## src/rtl/fifo_wr_arbiter_pkg.sv

```systemverilog
// Shared constants and types for the asynchronous FIFO write-side arbiter.
//   DATA_WIDTH    : FIFO word width
//   NUM_REQ_DEF   : default number of write requesters
//   MAX_BURST_DEF : default maximum words per grant
//   REQ_IDX_W     : requester index width at the default requester count
//   arb_state_t   : arbiter FSM states
package Asynchronous_FIFO_pkg;

  localparam int unsigned DATA_WIDTH    = 8;
  localparam int unsigned NUM_REQ_DEF   = 4;
  localparam int unsigned MAX_BURST_DEF = 4;
  localparam int unsigned REQ_IDX_W     = $clog2(NUM_REQ_DEF);

  typedef enum logic {
    IDLE  = 1'b0,
    BURST = 1'b1
  } arb_state_t;

endpackage

```

## src/rtl/fifo_wr_arbiter_if.sv

```systemverilog
// Write-side bundle between the producers, the arbiter and the FIFO write port.
//   master : arbiter view (takes requests/full, drives ack/grant/wr_en/data_in/busy)
//   slave  : producer/FIFO view (the opposite directions)
interface fifo_wr_arbiter_if
  import Asynchronous_FIFO_pkg::*;
#(
  parameter int unsigned NUM_REQ = NUM_REQ_DEF
);

  logic [NUM_REQ-1:0]            req;
  logic [NUM_REQ*DATA_WIDTH-1:0] req_data;
  logic [NUM_REQ-1:0]            ack;
  logic [NUM_REQ-1:0]            grant;
  logic                          full;
  logic                          wr_en;
  logic [DATA_WIDTH-1:0]         data_in;
  logic                          busy;

  modport master (
    input  req, req_data, full,
    output ack, grant, wr_en, data_in, busy
  );

  modport slave (
    output req, req_data, full,
    input  ack, grant, wr_en, data_in, busy
  );

endinterface

```

## src/rtl/fifo_wr_rr_pick.sv

```systemverilog
// Combinational round-robin picker: first set bit of (req & ~mask), searching
// upward from start and wrapping modulo NUM_REQ (NUM_REQ is a power of two).
//   req   : candidate requests
//   start : index where the search begins
//   mask  : requesters excluded from this pick
//   found : some unmasked request exists
//   idx   : winning requester index
module fifo_wr_rr_pick
  import Asynchronous_FIFO_pkg::*;
#(
  parameter int unsigned NUM_REQ = NUM_REQ_DEF
) (
  input  logic [NUM_REQ-1:0]         req,
  input  logic [$clog2(NUM_REQ)-1:0] start,
  input  logic [NUM_REQ-1:0]         mask,
  output logic                       found,
  output logic [$clog2(NUM_REQ)-1:0] idx
);

  localparam int unsigned IDX_W = $clog2(NUM_REQ);

  logic [NUM_REQ-1:0] avail;
  logic [IDX_W-1:0]   cand;

  assign avail = req & ~mask;

  always_comb begin
    found = 1'b0;
    idx   = '0;
    cand  = '0;
    for (int unsigned k = 0; k < NUM_REQ; k++) begin
      // Index arithmetic wraps naturally because NUM_REQ is a power of two.
      cand = start + k[IDX_W-1:0];
      if (!found && avail[cand]) begin
        found = 1'b1;
        idx   = cand;
      end
    end
  end

endmodule

```

## src/rtl/fifo_wr_arbiter.sv

```systemverilog
// Round-robin burst arbiter sharing the async FIFO write port among NUM_REQ
// producers in the write clock domain.
//   clk_wr : FIFO write clock (only clock)
//   rst    : synchronous active-high reset
//   bus    : master modport -- req/req_data/full in; ack/grant/wr_en/data_in/busy out
module fifo_wr_arbiter
  import Asynchronous_FIFO_pkg::*;
#(
  parameter int unsigned NUM_REQ   = NUM_REQ_DEF,
  parameter int unsigned MAX_BURST = MAX_BURST_DEF
) (
  input  logic              clk_wr,
  input  logic              rst,
  fifo_wr_arbiter_if.master bus
);

  localparam int unsigned IDX_W = $clog2(NUM_REQ);
  localparam int unsigned CNT_W = $clog2(MAX_BURST) + 1;
  localparam logic [CNT_W-1:0] LAST_CNT = CNT_W'(MAX_BURST - 1);

  arb_state_t         state;
  logic [IDX_W-1:0]   owner;
  logic [IDX_W-1:0]   rr_ptr;
  logic [CNT_W-1:0]   burst_cnt;

  logic               in_burst;
  logic               owner_req;
  logic               accept;
  logic               release_grant;
  logic [NUM_REQ-1:0] owner_oh;
  logic [IDX_W-1:0]   owner_nxt;
  logic [IDX_W-1:0]   pick_start;
  logic [NUM_REQ-1:0] pick_mask;
  logic               pick_found;
  logic [IDX_W-1:0]   pick_idx;

  assign in_burst      = (state == BURST);
  assign owner_req     = bus.req[owner];
  assign accept        = in_burst & owner_req & ~bus.full;
  assign owner_nxt     = owner + 1'b1;
  // full alone never ends a burst: only the final accepted word or a withdrawal.
  assign release_grant = in_burst & ((accept & (burst_cnt == LAST_CNT)) | ~owner_req);

  always_comb begin
    owner_oh        = '0;
    owner_oh[owner] = 1'b1;
  end

  // One picker serves both the IDLE pick and the release hand-over.
  assign pick_start = in_burst ? owner_nxt : rr_ptr;
  assign pick_mask  = in_burst ? owner_oh : '0;

  fifo_wr_rr_pick #(
    .NUM_REQ (NUM_REQ)
  ) u_pick (
    .req   (bus.req),
    .start (pick_start),
    .mask  (pick_mask),
    .found (pick_found),
    .idx   (pick_idx)
  );

  always_ff @(posedge clk_wr) begin
    if (rst) begin
      state     <= IDLE;
      owner     <= '0;
      rr_ptr    <= '0;
      burst_cnt <= '0;
    end else begin
      case (state)
        IDLE: begin
          if (pick_found) begin
            state     <= BURST;
            owner     <= pick_idx;
            burst_cnt <= '0;
          end
        end
        BURST: begin
          if (release_grant) begin
            rr_ptr    <= owner_nxt;
            burst_cnt <= '0;
            if (pick_found) begin
              owner <= pick_idx;
            end else if (!owner_req) begin
              state <= IDLE;
            end
            // else: burst limit hit with no competitor, owner keeps the grant.
          end else if (accept) begin
            burst_cnt <= burst_cnt + 1'b1;
          end
        end
        default: state <= IDLE;
      endcase
    end
  end

  assign bus.wr_en   = accept;
  assign bus.ack     = accept ? owner_oh : '0;
  assign bus.grant   = in_burst ? owner_oh : '0;
  assign bus.busy    = in_burst;
  assign bus.data_in = in_burst ? bus.req_data[owner*DATA_WIDTH +: DATA_WIDTH] : '0;

endmodule

```

## src/flat_wrapper.sv

```systemverilog
// flat-port wrapper written by rule: the top's interface ports become plain ports
module fifo_wr_arbiter_flat import Asynchronous_FIFO_pkg::*;
#(
  parameter int unsigned NUM_REQ   = NUM_REQ_DEF,
  parameter int unsigned MAX_BURST = MAX_BURST_DEF
)
  (clk_wr, rst, bus_req, bus_req_data, bus_full, bus_ack, bus_grant, bus_wr_en, bus_data_in, bus_busy);
  fifo_wr_arbiter_if #(.NUM_REQ(NUM_REQ)) bus_i ();
  input  logic clk_wr;
  input  logic rst;
  input wire logic [$bits(bus_i.req)-1:0] bus_req;
  input wire logic [$bits(bus_i.req_data)-1:0] bus_req_data;
  input wire logic [$bits(bus_i.full)-1:0] bus_full;
  output wire logic [$bits(bus_i.ack)-1:0] bus_ack;
  output wire logic [$bits(bus_i.grant)-1:0] bus_grant;
  output wire logic [$bits(bus_i.wr_en)-1:0] bus_wr_en;
  output wire logic [$bits(bus_i.data_in)-1:0] bus_data_in;
  output wire logic [$bits(bus_i.busy)-1:0] bus_busy;
  assign bus_i.req = bus_req;
  assign bus_i.req_data = bus_req_data;
  assign bus_i.full = bus_full;
  assign bus_ack = bus_i.ack;
  assign bus_grant = bus_i.grant;
  assign bus_wr_en = bus_i.wr_en;
  assign bus_data_in = bus_i.data_in;
  assign bus_busy = bus_i.busy;
  fifo_wr_arbiter #(.NUM_REQ(NUM_REQ), .MAX_BURST(MAX_BURST)) u_core (.clk_wr(clk_wr), .rst(rst), .bus(bus_i));
endmodule
```

## config.mk

```make
export PLATFORM = sky130hd
export DESIGN_NAME = fifo_wr_arbiter_flat
export DESIGN_NICKNAME = d
export VERILOG_FILES = /design/src/rtl/fifo_wr_arbiter_pkg.sv /design/src/rtl/fifo_wr_arbiter_if.sv /design/src/rtl/fifo_wr_rr_pick.sv /design/src/rtl/fifo_wr_arbiter.sv /design/src/flat_wrapper.sv
export SDC_FILE = /design/constraint.sdc
export NUM_CORES = 1
export LEC_CHECK = 0
export BUFFER_PORTS_ARGS = -buffer_cell sky130_fd_sc_hd__buf_4
export CAP_MARGIN = 0
export CORE_MARGIN = 5
export CORE_UTILIZATION = 45
export CTS_CLUSTER_SIZE = 14
export DETAILED_ROUTE_END_ITERATION = 6
export GPL_TIMING_DRIVEN = 0
export PLACE_DENSITY = 0.84
export SLEW_MARGIN = 20
export SYNTH_ARGS = -nofsm -noshare
export SYNTH_HDL_FRONTEND = slang
export SYNTH_SLANG_ARGS = --single-unit
```

## constraint.sdc

```tcl
create_clock -name clk_wr -period 3.29 [get_ports clk_wr]
set_input_delay 0.4935 -clock clk_wr [delete_from_list [all_inputs] [get_ports clk_wr]]
set_output_delay 0.4935 -clock clk_wr [all_outputs]
set_load 0.01 [all_outputs]
```

Word level (Yosys, flattened, before mapping)
Cells that the tools add are included. W data, S select, Z words.

Bits in latches: 0. Memories kept: 0. Memory bits (writable): 0. ROM bits: 0. Bits of input ports: 39. Bits in registers: 8. Word-level logic and storage cells: 75.

Div/mod/pow operators: 0. Add/subtract/negate cells: 5. Multiply operators: 0. Reduce and logical (&&, ||, !) cells: 9. Shift-type cells: 1. Equality and inequality tests: 4. Bitwise logic cells: 10. Mux-type cells: 36. Magnitude comparators: 6.

Operators by type and width (number): $shiftx A32 B6 Y8 (1); $lt A2 B3 Y1 const B (5); $mux W1 (14); $mux W2 (7); $bmux W1 S2 (5); $mux W3 (3); $mux W4 (2); $mux W8 (1); $pmux W3 S2 (1); $add A2 B1 Y2 const B (2); $add A2 B2 Y2 const B (2); $and A1 B1 Y1 (4); $and A4 B4 Y4 (1); $logic_and A1 B1 Y1 (4); $not A4 Y4 (1); $pmux W2 S2 (1); $reduce_and A2 Y1 (2); $add A3 B1 Y3 const B (1); $eq A3 B2 Y1 const B (1); $logic_not A1 Y1 (3); $ne A3 B3 Y1 const B (1); $not A1 Y1 (3); $demux W1 S2 (1); $ge A2 B1 Y1 const B (1); other kinds (4) (4).

Logic depth before layout (Yosys ltp)
Gate-level depths: netlist of run 1.

Word-level depth: 22. Mapped depth: 7. Depth with buffers taken out: 6.

Modules after synthesis
Synthesis of run 1 repeated with hierarchy kept, for this count alone.

Cell total of the unflattened synthesis: 94. Area total of the unflattened synthesis: 925.9 um^2.

Modules (own cells, without submodules): fifo_wr_arbiter (cells an instance 79, instances 1, seq. area each 160.2 um^2, area each 802.0 um^2); fifo_wr_rr_pick (cells an instance 15, instances 1, seq. area each 0.0 um^2, area each 123.9 um^2).

Worst setup path before layout of run 1
Ideal clock, no wire load.

Path kind: register to register. Start point: register u_core.owner[0]. End point: register u_core.owner[0]. Cell stages (with the launch flop): 8. Path slack: 1057 ps. Data required time: 3198 ps. Arrival time: 2141 ps. Buffers on the path: 1. Library setup time: 92 ps. Clock period less this slack: 2233 ps. Cells stage by stage: dfxtp_1 buf_2 inv_1 ha_1 mux2i_1 mux2_2 a211o_1 o32ai_1.

Elaborated cells on any way between the ends: 47. Those cells by class: 4 x add/sub; 2 x order compare; 1 x eq/ne; 25 x mux; 8 x bitwise; 7 x reduce/logical.

RTL lines: start: declaration (RTL line fifo_wr_arbiter.sv:22) `logic [IDX_W-1:0] owner;`; start signal: assignment (RTL line fifo_wr_arbiter.sv:74) `owner <= pick_idx;`; start signal: assignment (RTL line fifo_wr_arbiter.sv:83) `owner <= pick_idx;`; $add A2 B1 Y2 * (RTL line fifo_wr_arbiter.sv:40) `assign owner_nxt = owner + 1'b1;`; via u_core.owner_nxt[0] (RTL line fifo_wr_arbiter.sv:31) `logic [IDX_W-1:0] owner_nxt;`; $mux W2 * (RTL line fifo_wr_arbiter.sv:50) `assign pick_start = in_burst ? owner_nxt : rr_ptr;`; branches (longest 12 deep; another with $add A2 B1 Y2); $mux W2 * (RTL line fifo_wr_arbiter.sv:72, fifo_wr_arbiter.sv:82); $mux W2 (RTL line fifo_wr_arbiter.sv:79) `if (release_grant) begin`; $pmux W2 S2 * (RTL line fifo_wr_arbiter.sv:70) `case (state)`.

Mark *: on every way through the listed nets, which the timed path passes. The select of a mux whose other input is x is not followed. A chain may end at the register's enable or synchronous reset.

Final worst setup path of run 1
Ends and elaborated chain as after synthesis.

==> metrics.txt, run 1 <==
# TYPE chip_impl_metric gauge
chip_impl_metric{name="routed_wire_length_on_met3",unit="um"} 501
chip_impl_metric{name="area_of_the_die",unit="um2"} 3000
chip_impl_info{name="reg2reg_to",value="u_core.owner[0]"} 1
chip_impl_info{name="hold_path_class",value="flip-flop to flip-flop"} 1
chip_impl_metric{name="detail_route.drc_violations",unit=""} 0
chip_impl_metric{name="dieHeight",unit="um"} 54.8
chip_impl_metric{name="worst-r2r-cell-count",unit=""} 7
chip_impl_metric{name="grt_max_degree",unit=""} 11
chip_impl_metric{name="mappedNetlistNets",unit=""} 143
chip_impl_metric{name="dr.pass1.iters",unit=""} 4
chip_impl_metric{name="setup.reg_to_reg.worst_slack",unit="ps"} 700
chip_impl_info{name="regToRegStartpoint",value="u_core.owner[0]"} 1
chip_impl_metric{name="asyncSetResetFlopFracSynth",unit=""} 0
chip_impl_metric{name="finalSetupViolCount",unit=""} 0
chip_impl_metric{name="grt-ovfl-total",unit=""} 0
chip_impl_metric{name="synthesized_flop_and_latch_total",unit=""} 8
chip_impl_metric{name="fin_worst_skew",unit="ps"} 9.82
chip_impl_metric{name="drv.max_cap_violation_count",unit=""} 0
chip_impl_metric{name="cts.hold.buffers_added",unit=""} 0
chip_impl_metric{name="sequential_cell_area",unit="um2"} 160
chip_impl_metric{name="clock_path_buffers",unit=""} 2
chip_impl_info{name="synthFlopType",value="sky130_fd_sc_hd__dfxtp_1"} 1
chip_impl_metric{name="multi_input_combinational_cell_area",unit="um2"} 701
chip_impl_metric{name="drive_gt1_frac",unit=""} 0.481
chip_impl_metric{name="synth-edff-count",unit=""} 0
chip_impl_metric{name="vias_per_cell",unit=""} 5.77
chip_impl_metric{name="insertedDiodeCount",unit=""} 0
chip_impl_metric{name="timing.max_slew.rel_slack",unit=""} 0.357
chip_impl_metric{name="clock-sinks",unit=""} 8
chip_impl_metric{name="floorplan.die.width",unit="um"} 54.8
chip_impl_metric{name="postLayoutCellArea",unit="um2"} 1370
chip_impl_info{name="path_class",value="flip-flop to flip-flop"} 1
chip_impl_metric{name="synth.cell_area",unit="um2"} 902
chip_impl_metric{name="power-per-cell-area",unit="nW/um2"} 367
chip_impl_metric{name="global_route.usage.total",unit=""} 0.195
chip_impl_metric{name="placed_area",unit="um2"} 1350
chip_impl_info{name="hold_start",value="u_core.burst_cnt[2]"} 1
chip_impl_metric{name="post-route-period-util",unit=""} 0.788
chip_impl_metric{name="timing_worst_slew_pin_value",unit="ps"} 940
chip_impl_info{name="top_signal_layer_used",value="met4"} 1
chip_impl_metric{name="gpl.final_weighted_congestion",unit=""} 0.968
chip_impl_metric{name="ir_worst_vdd",unit="mV"} 0.292
chip_impl_metric{name="nFillCells",unit=""} 137
chip_impl_metric{name="tritoncts.num_buffers",unit=""} 3
chip_impl_metric{name="synth_area_per_cell",unit="um2"} 9.21
chip_impl_metric{name="final_hold_viol_count",unit=""} 0
chip_impl_metric{name="maximum_clock_frequency",unit="MHz"} 386
chip_impl_metric{name="final_net_count",unit=""} 203
chip_impl_metric{name="dr_total_vias",unit=""} 1055
chip_impl_metric{name="holdPathStages",unit=""} 2
chip_impl_metric{name="dpl.hpwl",unit="um"} 2440
chip_impl_metric{name="cts_resized",unit=""} 0
chip_impl_metric{name="cts_post_setup_buffers_inserted",unit=""} 0
chip_impl_info{name="unrepaired_setup_endpoints_after_global_routing",value="false"} 1
chip_impl_info{name="startpoint_type",value="flip-flop"} 1
chip_impl_metric{name="routed-wl-met2",unit="um"} 1430
chip_impl_metric{name="ant_nets",unit=""} 0
chip_impl_metric{name="row_count",unit=""} 16
chip_impl_metric{name="leakagePower",unit="nW"} 0.632
chip_impl_metric{name="synth-warning-count",unit=""} 0
chip_impl_info{name="clockRootBuffer",value="sky130_fd_sc_hd__clkbuf_4"} 1
chip_impl_metric{name="synth-seq-area-share",unit=""} 0.178
chip_impl_info{name="holdPathEnd",value="u_core.burst_cnt[2]"} 1
chip_impl_metric{name="grt_first_pass_wirelength",unit="um"} 4290
chip_impl_metric{name="drt_wl_total",unit="um"} 2960
chip_impl_metric{name="io_buffers",unit=""} 55
chip_impl_metric{name="clk_pin_slew",unit="ps"} 70
chip_impl_metric{name="drtIter0Drc",unit=""} 34
chip_impl_metric{name="syn2layout_area_growth",unit="%"} 52.0
chip_impl_metric{name="worst-endpoint-arrival",unit="ps"} 2760
chip_impl_metric{name="detail_route.wirelength.met1",unit="um"} 981
chip_impl_metric{name="critical_path_required",unit="ps"} 3460
chip_impl_metric{name="first_global_vias",unit=""} 1046
chip_impl_metric{name="fin_crit",unit="ps"} 2590
chip_impl_metric{name="crit_fanout",unit=""} 10
chip_impl_metric{name="floorplan.initialDensity",unit=""} 0.465
chip_impl_metric{name="synth_cell_types",unit=""} 33
chip_impl_metric{name="final_max_slew_viol_count",unit=""} 0
chip_impl_metric{name="routedWlPerCell",unit="um"} 16.2
chip_impl_metric{name="cts-htree-levels",unit=""} 1
chip_impl_metric{name="setup_tns",unit="ps"} 0
chip_impl_metric{name="initial_antenna_violation_count",unit=""} 0
chip_impl_metric{name="area_of_the_core",unit="um2"} 1940
chip_impl_info{name="tritoncts",value="yes"} 1
chip_impl_info{name="outcome",value="completed"} 1
chip_impl_metric{name="syn_inst",unit=""} 98
chip_impl_metric{name="ioPinCount",unit=""} 57
chip_impl_info{name="endpoint_kind",value="flip-flop"} 1
chip_impl_metric{name="clock_insertion_delay_at_the_later_pin_of_the_skew_report",unit="ps"} 260
## cell usage in the layout (no fill, tap or decap)
cell and count:
sky130_fd_sc_hd__a21boi_0 4, sky130_fd_sc_hd__clkbuf_4 3, sky130_fd_sc_hd__or3_1 1, sky130_fd_sc_hd__nor3b_1 1
sky130_fd_sc_hd__o32ai_1 2, sky130_fd_sc_hd__a21oi_1 5, sky130_fd_sc_hd__ha_1 6, sky130_fd_sc_hd__a2111oi_0 1
sky130_fd_sc_hd__and3_4 1, sky130_fd_sc_hd__buf_1 1, sky130_fd_sc_hd__dfxtp_1 8, sky130_fd_sc_hd__and2_1 15
sky130_fd_sc_hd__inv_1 4, sky130_fd_sc_hd__nand2b_1 2, sky130_fd_sc_hd__mux2i_1 2, sky130_fd_sc_hd__nor2_1 6
sky130_fd_sc_hd__mux4_2 9, sky130_fd_sc_hd__nor2b_1 1, sky130_fd_sc_hd__and3_1 1, sky130_fd_sc_hd__nand2_1 6
sky130_fd_sc_hd__o21ai_0 3, sky130_fd_sc_hd__buf_2 3, sky130_fd_sc_hd__buf_4 55, sky130_fd_sc_hd__a21bo_2 1
sky130_fd_sc_hd__or4b_1 1, sky130_fd_sc_hd__a211oi_1 2, sky130_fd_sc_hd__a31o_2 1, sky130_fd_sc_hd__clkbuf_1 2
sky130_fd_sc_hd__nor4b_1 1, sky130_fd_sc_hd__or2_2 1, sky130_fd_sc_hd__nor3_1 1, sky130_fd_sc_hd__a211o_1 2
sky130_fd_sc_hd__mux2_2 1, sky130_fd_sc_hd__a221o_1 1, sky130_fd_sc_hd__or4_1 2
## stage by stage
| step | util | setup WS, ps | instances | hold slack, ps | total power, mW |
|---|---|---|---|---|---|
| finish | 0.706 | 696 | 183 | 491 | 0.503 |
| global route | 0.706 | 551 | 183 | 497 | 0.536 |
| CTS | 0.706 | 738 | 183 | 492 | 0.501 |
| detailed placement | 0.695 | 756 | 180 | 484 | 0.424 |
| global placement | 0.695 | 776 | 180 | 460 | 0.414 |
| floorplan | - | 1060 | 98 | 450 | 0.309 |
## power breakdown
group          internal, mW  leakage, nW  switching [mW]
logic                 0.168        0.553           0.135
registers             0.108       0.0656          0.0121
clock network        0.0420       0.0138          0.0385
total                 0.318        0.632           0.186
## registers in the layout, indices dropped and copies added, names as in the netlist
register and flops:
u_core.burst_cnt 3, u_core.owner 2, u_core.rr_ptr 2, u_core.bus.busy 1
## critical path, stage by stage, from the launching register on
cell                      delay, ps
sky130_fd_sc_hd__dfxtp_1        500
sky130_fd_sc_hd__buf_2          370
sky130_fd_sc_hd__inv_1          140
sky130_fd_sc_hd__ha_1           340
sky130_fd_sc_hd__mux2i_1        370
sky130_fd_sc_hd__mux2_2         400
sky130_fd_sc_hd__a211o_1        290
sky130_fd_sc_hd__o32ai_1        100
## cell usage after synthesis, drive strengths merged, types with 2 or more instances
cell | number | area share
nor2 | 6 | 0.025
o21ai | 3 | 0.017
buf | 4 | 0.021
a211oi | 2 | 0.017
a211o | 2 | 0.019
mux4 | 9 | 0.22
dfxtp | 8 | 0.18
a21boi | 4 | 0.033
or4 | 2 | 0.017
and3 | 2 | 0.019
mux2i | 2 | 0.022
nand2 | 6 | 0.025
ha | 6 | 0.083
nand2b | 2 | 0.014
a21oi | 5 | 0.028
clkbuf | 2 | 0.0083
o32ai | 2 | 0.019
inv | 4 | 0.017
and2 | 15 | 0.10
## kinds of logic (layout without fill, tap and decap cells)
logic type                 Yosys count  after routing  synth area share
and+or+nand+nor                     40             40             0.259
AOI/OAI and AO/OA                   22             22             0.175
muxes                               12             12             0.259
buffers and inverters               10             68            0.0458
DFF                                  8              8             0.178
adders and majority gates            6              6            0.0832
## area by class of cell
class                      instances  area share
buffer                             6      0.0192
clock buffer                       3      0.0164
inverter                           4      0.0109
multi-input combinational         80       0.511
sequential                         8       0.117
tap                               27      0.0246
timing repair buffer              55       0.301
## metal layers
metal  vias to the layer above  track usage
li1                        485            -
met1                       485        0.189
met2                        77        0.354
met3                         8       0.0708
met4                         0        0.104
met5                         -            0
## how the worst max path moves through the flow
stage | end | slack, ps | depth (start not counted) | startpoint
after detailed placement | u_core.owner[0] | 760 | 7 | u_core.owner[0]
after global routing | u_core.owner[0] | 550 | 7 | u_core.owner[0]
after floorplan | u_core.owner[0] | 1060 | 7 | u_core.owner[0]
final | u_core.owner[0] | 700 | 7 | u_core.owner[0]
after global placement | u_core.owner[0] | 780 | 7 | u_core.owner[0]
after CTS | u_core.owner[0] | 740 | 7 | u_core.owner[0]
No activity file was read; power rests on OpenSTA's default activity.
==> run 2: changes to the inputs <==
--- a/config.mk
+++ b/config.mk
@@ -5,14 +5,16 @@
 export SDC_FILE = /design/constraint.sdc
 export NUM_CORES = 1
 export LEC_CHECK = 0
+export ABC_AREA = 1
 export BUFFER_PORTS_ARGS = -buffer_cell sky130_fd_sc_hd__buf_4
 export CAP_MARGIN = 0
+export CORE_ASPECT_RATIO = 0.6
 export CORE_MARGIN = 5
-export CORE_UTILIZATION = 45
+export CORE_UTILIZATION = 42
 export CTS_CLUSTER_SIZE = 14
 export DETAILED_ROUTE_END_ITERATION = 6
 export GPL_TIMING_DRIVEN = 0
-export PLACE_DENSITY = 0.84
+export PLACE_DENSITY = 0.77
 export SLEW_MARGIN = 20
 export SYNTH_ARGS = -nofsm -noshare
 export SYNTH_HDL_FRONTEND = slang
==> constraint.sdc (replaced) <==
create_clock -name clk_wr -period 2.2 [get_ports clk_wr]
set_input_delay 0.33 -clock clk_wr [delete_from_list [all_inputs] [get_ports clk_wr]]
set_output_delay 0.33 -clock clk_wr [all_outputs]
set_load 0.01 [all_outputs]
==> metrics.txt, run 2 <==
# TYPE chip_impl_metric gauge
chip_impl_metric{name="combPwrFrac",unit=""} 0.810
chip_impl_info{name="hold_path_class",value="input port to flip-flop"} 1
chip_impl_info{name="synthFlopType",value="sky130_fd_sc_hd__dfxtp_1"} 1
chip_impl_info{name="synth_area_leader_cell",value="sky130_fd_sc_hd__nand2_1"} 1
chip_impl_metric{name="drt_wl_total",unit="um"} 3950
chip_impl_metric{name="largest_register_ff_count",unit=""} 3
chip_impl_info{name="path_class",value="flip-flop to flip-flop"} 1
chip_impl_metric{name="routedWlPerCell",unit="um"} 12.5
chip_impl_metric{name="global_route.usage.total",unit=""} 0.188
chip_impl_metric{name="totalPowerFinal",unit="mW"} 2.37
chip_impl_info{name="crit_start",value="u_core.owner[1]"} 1
chip_impl_metric{name="final_hold_viol_count",unit=""} 0
chip_impl_info{name="layout_commonest_cell",value="sky130_fd_sc_hd__buf_4"} 1
chip_impl_metric{name="grt_first_pass_wirelength",unit="um"} 6120
chip_impl_info{name="clockRootBuffer",value="sky130_fd_sc_hd__clkbuf_8"} 1
chip_impl_metric{name="netSwitchingPower",unit="mW"} 1.28
chip_impl_info{name="startpoint_type",value="flip-flop"} 1
chip_impl_metric{name="dr_total_vias",unit=""} 1554
chip_impl_metric{name="finalSetupViolCount",unit=""} 0
chip_impl_info{name="endpoint_kind",value="flip-flop"} 1
chip_impl_metric{name="synthesized_flop_and_latch_total",unit=""} 8
chip_impl_metric{name="ioPinCount",unit=""} 57
chip_impl_metric{name="row_count",unit=""} 14
chip_impl_metric{name="power-per-cell-area",unit="nW/um2"} 1320
chip_impl_metric{name="timing.max_slew.rel_slack",unit=""} 0.685
chip_impl_metric{name="fin_worst_skew",unit="ps"} 7.41
chip_impl_metric{name="dpl.hpwl",unit="um"} 3030
chip_impl_info{name="hold_start",value="rst"} 1
chip_impl_info{name="netlist_top_cells_count",value="sky130_fd_sc_hd__nand2_1 (60), sky130_fd_sc_hd__nor2_1 (45), sky130_fd_sc_hd__inv_1 (26)"} 1
chip_impl_metric{name="asyncSetResetFlopFracSynth",unit=""} 0
chip_impl_metric{name="first_global_vias",unit=""} 1363
chip_impl_metric{name="cts-htree-levels",unit=""} 1
chip_impl_metric{name="dieHeight",unit="um"} 51.1
chip_impl_metric{name="insertedDiodeCount",unit=""} 0
chip_impl_metric{name="sequential_cell_area",unit="um2"} 165
chip_impl_metric{name="dr.pass1.iters",unit=""} 4
chip_impl_metric{name="drtIter0Drc",unit=""} 146
chip_impl_info{name="tritoncts",value="yes"} 1
chip_impl_metric{name="sequentialPowerShare",unit=""} 0.113
chip_impl_metric{name="clock_insertion_delay_at_the_later_pin_of_the_skew_report",unit="ps"} 240
chip_impl_metric{name="gpl.final_weighted_congestion",unit=""} 0.850
chip_impl_info{name="max_flop_register",value="u_core.burst_cnt"} 1
chip_impl_info{name="largest_registers",value="u_core.burst_cnt: 3 flops, u_core.owner: 2 flops, u_core.rr_ptr: 2 flops"} 1
chip_impl_metric{name="maximum_clock_frequency",unit="MHz"} 471
chip_impl_metric{name="final_net_count",unit=""} 330
chip_impl_info{name="layout_common_cells",value="sky130_fd_sc_hd__buf_4 (59), sky130_fd_sc_hd__nand2_1 (54), sky130_fd_sc_hd__nor2_1 (45)"} 1
chip_impl_metric{name="finish.cell_count_without_fillers",unit=""} 315
chip_impl_metric{name="synth.cell_area",unit="um2"} 1180
chip_impl_metric{name="multi_input_combinational_cell_area",unit="um2"} 943
chip_impl_metric{name="detail_route.drc_violations",unit=""} 0
chip_impl_metric{name="leakagePower",unit="nW"} 0.990
chip_impl_metric{name="synth_area_per_cell",unit="um2"} 5.32
chip_impl_metric{name="post-route-period-util",unit=""} 0.965
chip_impl_metric{name="grt_max_degree",unit=""} 14
chip_impl_metric{name="nFillCells",unit=""} 242
chip_impl_metric{name="ir_worst_vdd",unit="mV"} 0.899
chip_impl_metric{name="tritoncts.num_buffers",unit=""} 3
chip_impl_metric{name="final_max_slew_viol_count",unit=""} 0
chip_impl_metric{name="fin_crit",unit="ps"} 2120
chip_impl_metric{name="numPlacedInstances",unit=""} 310
chip_impl_metric{name="drv.max_cap_violation_count",unit=""} 0
chip_impl_info{name="ys_top_cells_by_area",value="sky130_fd_sc_hd__nand2_1 (19%), sky130_fd_sc_hd__nor2_1 (14%), sky130_fd_sc_hd__dfxtp_1 (14%)"} 1
chip_impl_metric{name="crit_fanout",unit=""} 11
chip_impl_metric{name="synth-warning-count",unit=""} 0
chip_impl_metric{name="final_core_utilization",unit=""} 0.694
chip_impl_metric{name="syn_inst",unit=""} 222
chip_impl_metric{name="floorplan.initialDensity",unit=""} 0.456
chip_impl_info{name="outcome",value="completed"} 1
chip_impl_metric{name="timing_worst_slew_pin_value",unit="ps"} 469
chip_impl_metric{name="drive_gt1_frac",unit=""} 0.367
chip_impl_metric{name="p_sw_frac",unit=""} 0.538
chip_impl_metric{name="synth_top_area_frac",unit=""} 0.191
chip_impl_metric{name="worst-endpoint-arrival",unit="ps"} 2240
chip_impl_metric{name="power.internal",unit="mW"} 1.10
chip_impl_metric{name="clock_path_buffers",unit=""} 2
chip_impl_info{name="yosysMostFrequentCell",value="sky130_fd_sc_hd__nand2_1"} 1
chip_impl_metric{name="mappedNetlistNets",unit=""} 267
chip_impl_metric{name="grt-ovfl-total",unit=""} 0
chip_impl_metric{name="synth_cell_types",unit=""} 21
chip_impl_metric{name="clock_power_share",unit=""} 0.078
chip_impl_metric{name="clock-sinks",unit=""} 8
chip_impl_metric{name="io_buffers",unit=""} 56
chip_impl_metric{name="area_of_the_die",unit="um2"} 4010
chip_impl_metric{name="floorplan.die.width",unit="um"} 78.5
chip_impl_metric{name="area_of_the_core",unit="um2"} 2590
chip_impl_metric{name="initial_antenna_violation_count",unit=""} 0
chip_impl_metric{name="clk_pin_slew",unit="ps"} 50
chip_impl_metric{name="vias_per_cell",unit=""} 4.93
chip_impl_metric{name="syn2layout_area_growth",unit="%"} 52.2
chip_impl_metric{name="critical_path_required",unit="ps"} 2320
chip_impl_info{name="regToRegStartpoint",value="u_core.owner[1]"} 1
chip_impl_metric{name="synth-edff-count",unit=""} 0
chip_impl_metric{name="synth-seq-area-share",unit=""} 0.136
chip_impl_metric{name="ant_nets",unit=""} 0
## run 2: path summary, 6_finish.rpt
| kind | cells after the start | to | slack, ps |
|---|---|---|---|
| max | 15 | u_core.burst_cnt[0] | 80 |
| min | 2 | u_core.rr_ptr[0] | 260 |
| max reg2reg | 15 | u_core.burst_cnt[0] | 80 |
| min reg2reg | 2 | u_core.rr_ptr[1] | 470 |
## run 2: worst max-delay path: stages, from the launching register on
cell and delay, ps:
sky130_fd_sc_hd__dfxtp_2 330, sky130_fd_sc_hd__buf_6 90, sky130_fd_sc_hd__inv_1 50, sky130_fd_sc_hd__buf_6 140, sky130_fd_sc_hd__ha_4 270, sky130_fd_sc_hd__inv_1 30, sky130_fd_sc_hd__nand2_1 90, sky130_fd_sc_hd__nand2_4 90
sky130_fd_sc_hd__nand2_2 70, sky130_fd_sc_hd__nand2_2 80, sky130_fd_sc_hd__nand2_1 70, sky130_fd_sc_hd__nand2_1 80, sky130_fd_sc_hd__nor2_4 170, sky130_fd_sc_hd__nand4_4 180, sky130_fd_sc_hd__a21oi_2 190, sky130_fd_sc_hd__nor2_1 50
## run 2: power groups by stage
stage	clock network [mW]	logic, mW	registers [mW]
floorplan	0	1.21	0.244
global placement	0	1.63	0.250
detailed placement	0	1.64	0.250
CTS	0.188	1.70	0.258
global route	0.199	2.13	0.277
finish	0.184	1.92	0.268
## run 2: layout make-up
cell class | instances | area share
plain buffers | 7 | 0.0341
repair buffers | 59 | 0.248
multi-input cells | 180 | 0.525
inverters | 26 | 0.0557
clock buffers | 3 | 0.0230
well taps | 32 | 0.0223
flip-flops and latches | 8 | 0.0919
## run 2: cells by family (layout without fill, tap and decap cells)
group / count (synthesis) / in the layout / share of synthesized area
AND/OR/NAND/NOR: 136 / 136 / 0.512
AO/OA/AOI/OAI: 38 / 38 / 0.167
buffers and inverters: 34 / 95 / 0.122
flip-flops: 8 / 8 / 0.136
adder cells (fa/ha/maj): 6 / 6 / 0.0636
## run 2: timing repair
item                                    CTS  global route
endpoints found under the setup margin    6             7
setup buffers                             1             2
pin swaps                                 1             4
hold buffers                              0             0
gates resized for setup                  12            17
## run 2: metrics by stage
step	hold slack [ps]	setup WS [ps]	area [um2]	setup TNS, ps
finish	257	78.0	1800	0
detailed placement	463	-418	1640	-2380
global placement	461	-405	1640	-2350
CTS	255	21.4	1710	0
floorplan	399	62.5	1180	0
global route	251	-47.9	1800	-71.3
## run 2: per-layer routing
layer | part of all wire | routed length [um] | GRT usage
met5 | 0 | 0 | 0
met3 | 0.070 | 277 | 0.0456
met2 | 0.43 | 1700 | 0.291
met4 | 0.0063 | 25 | 0.0262
met1 | 0.49 | 1940 | 0.270
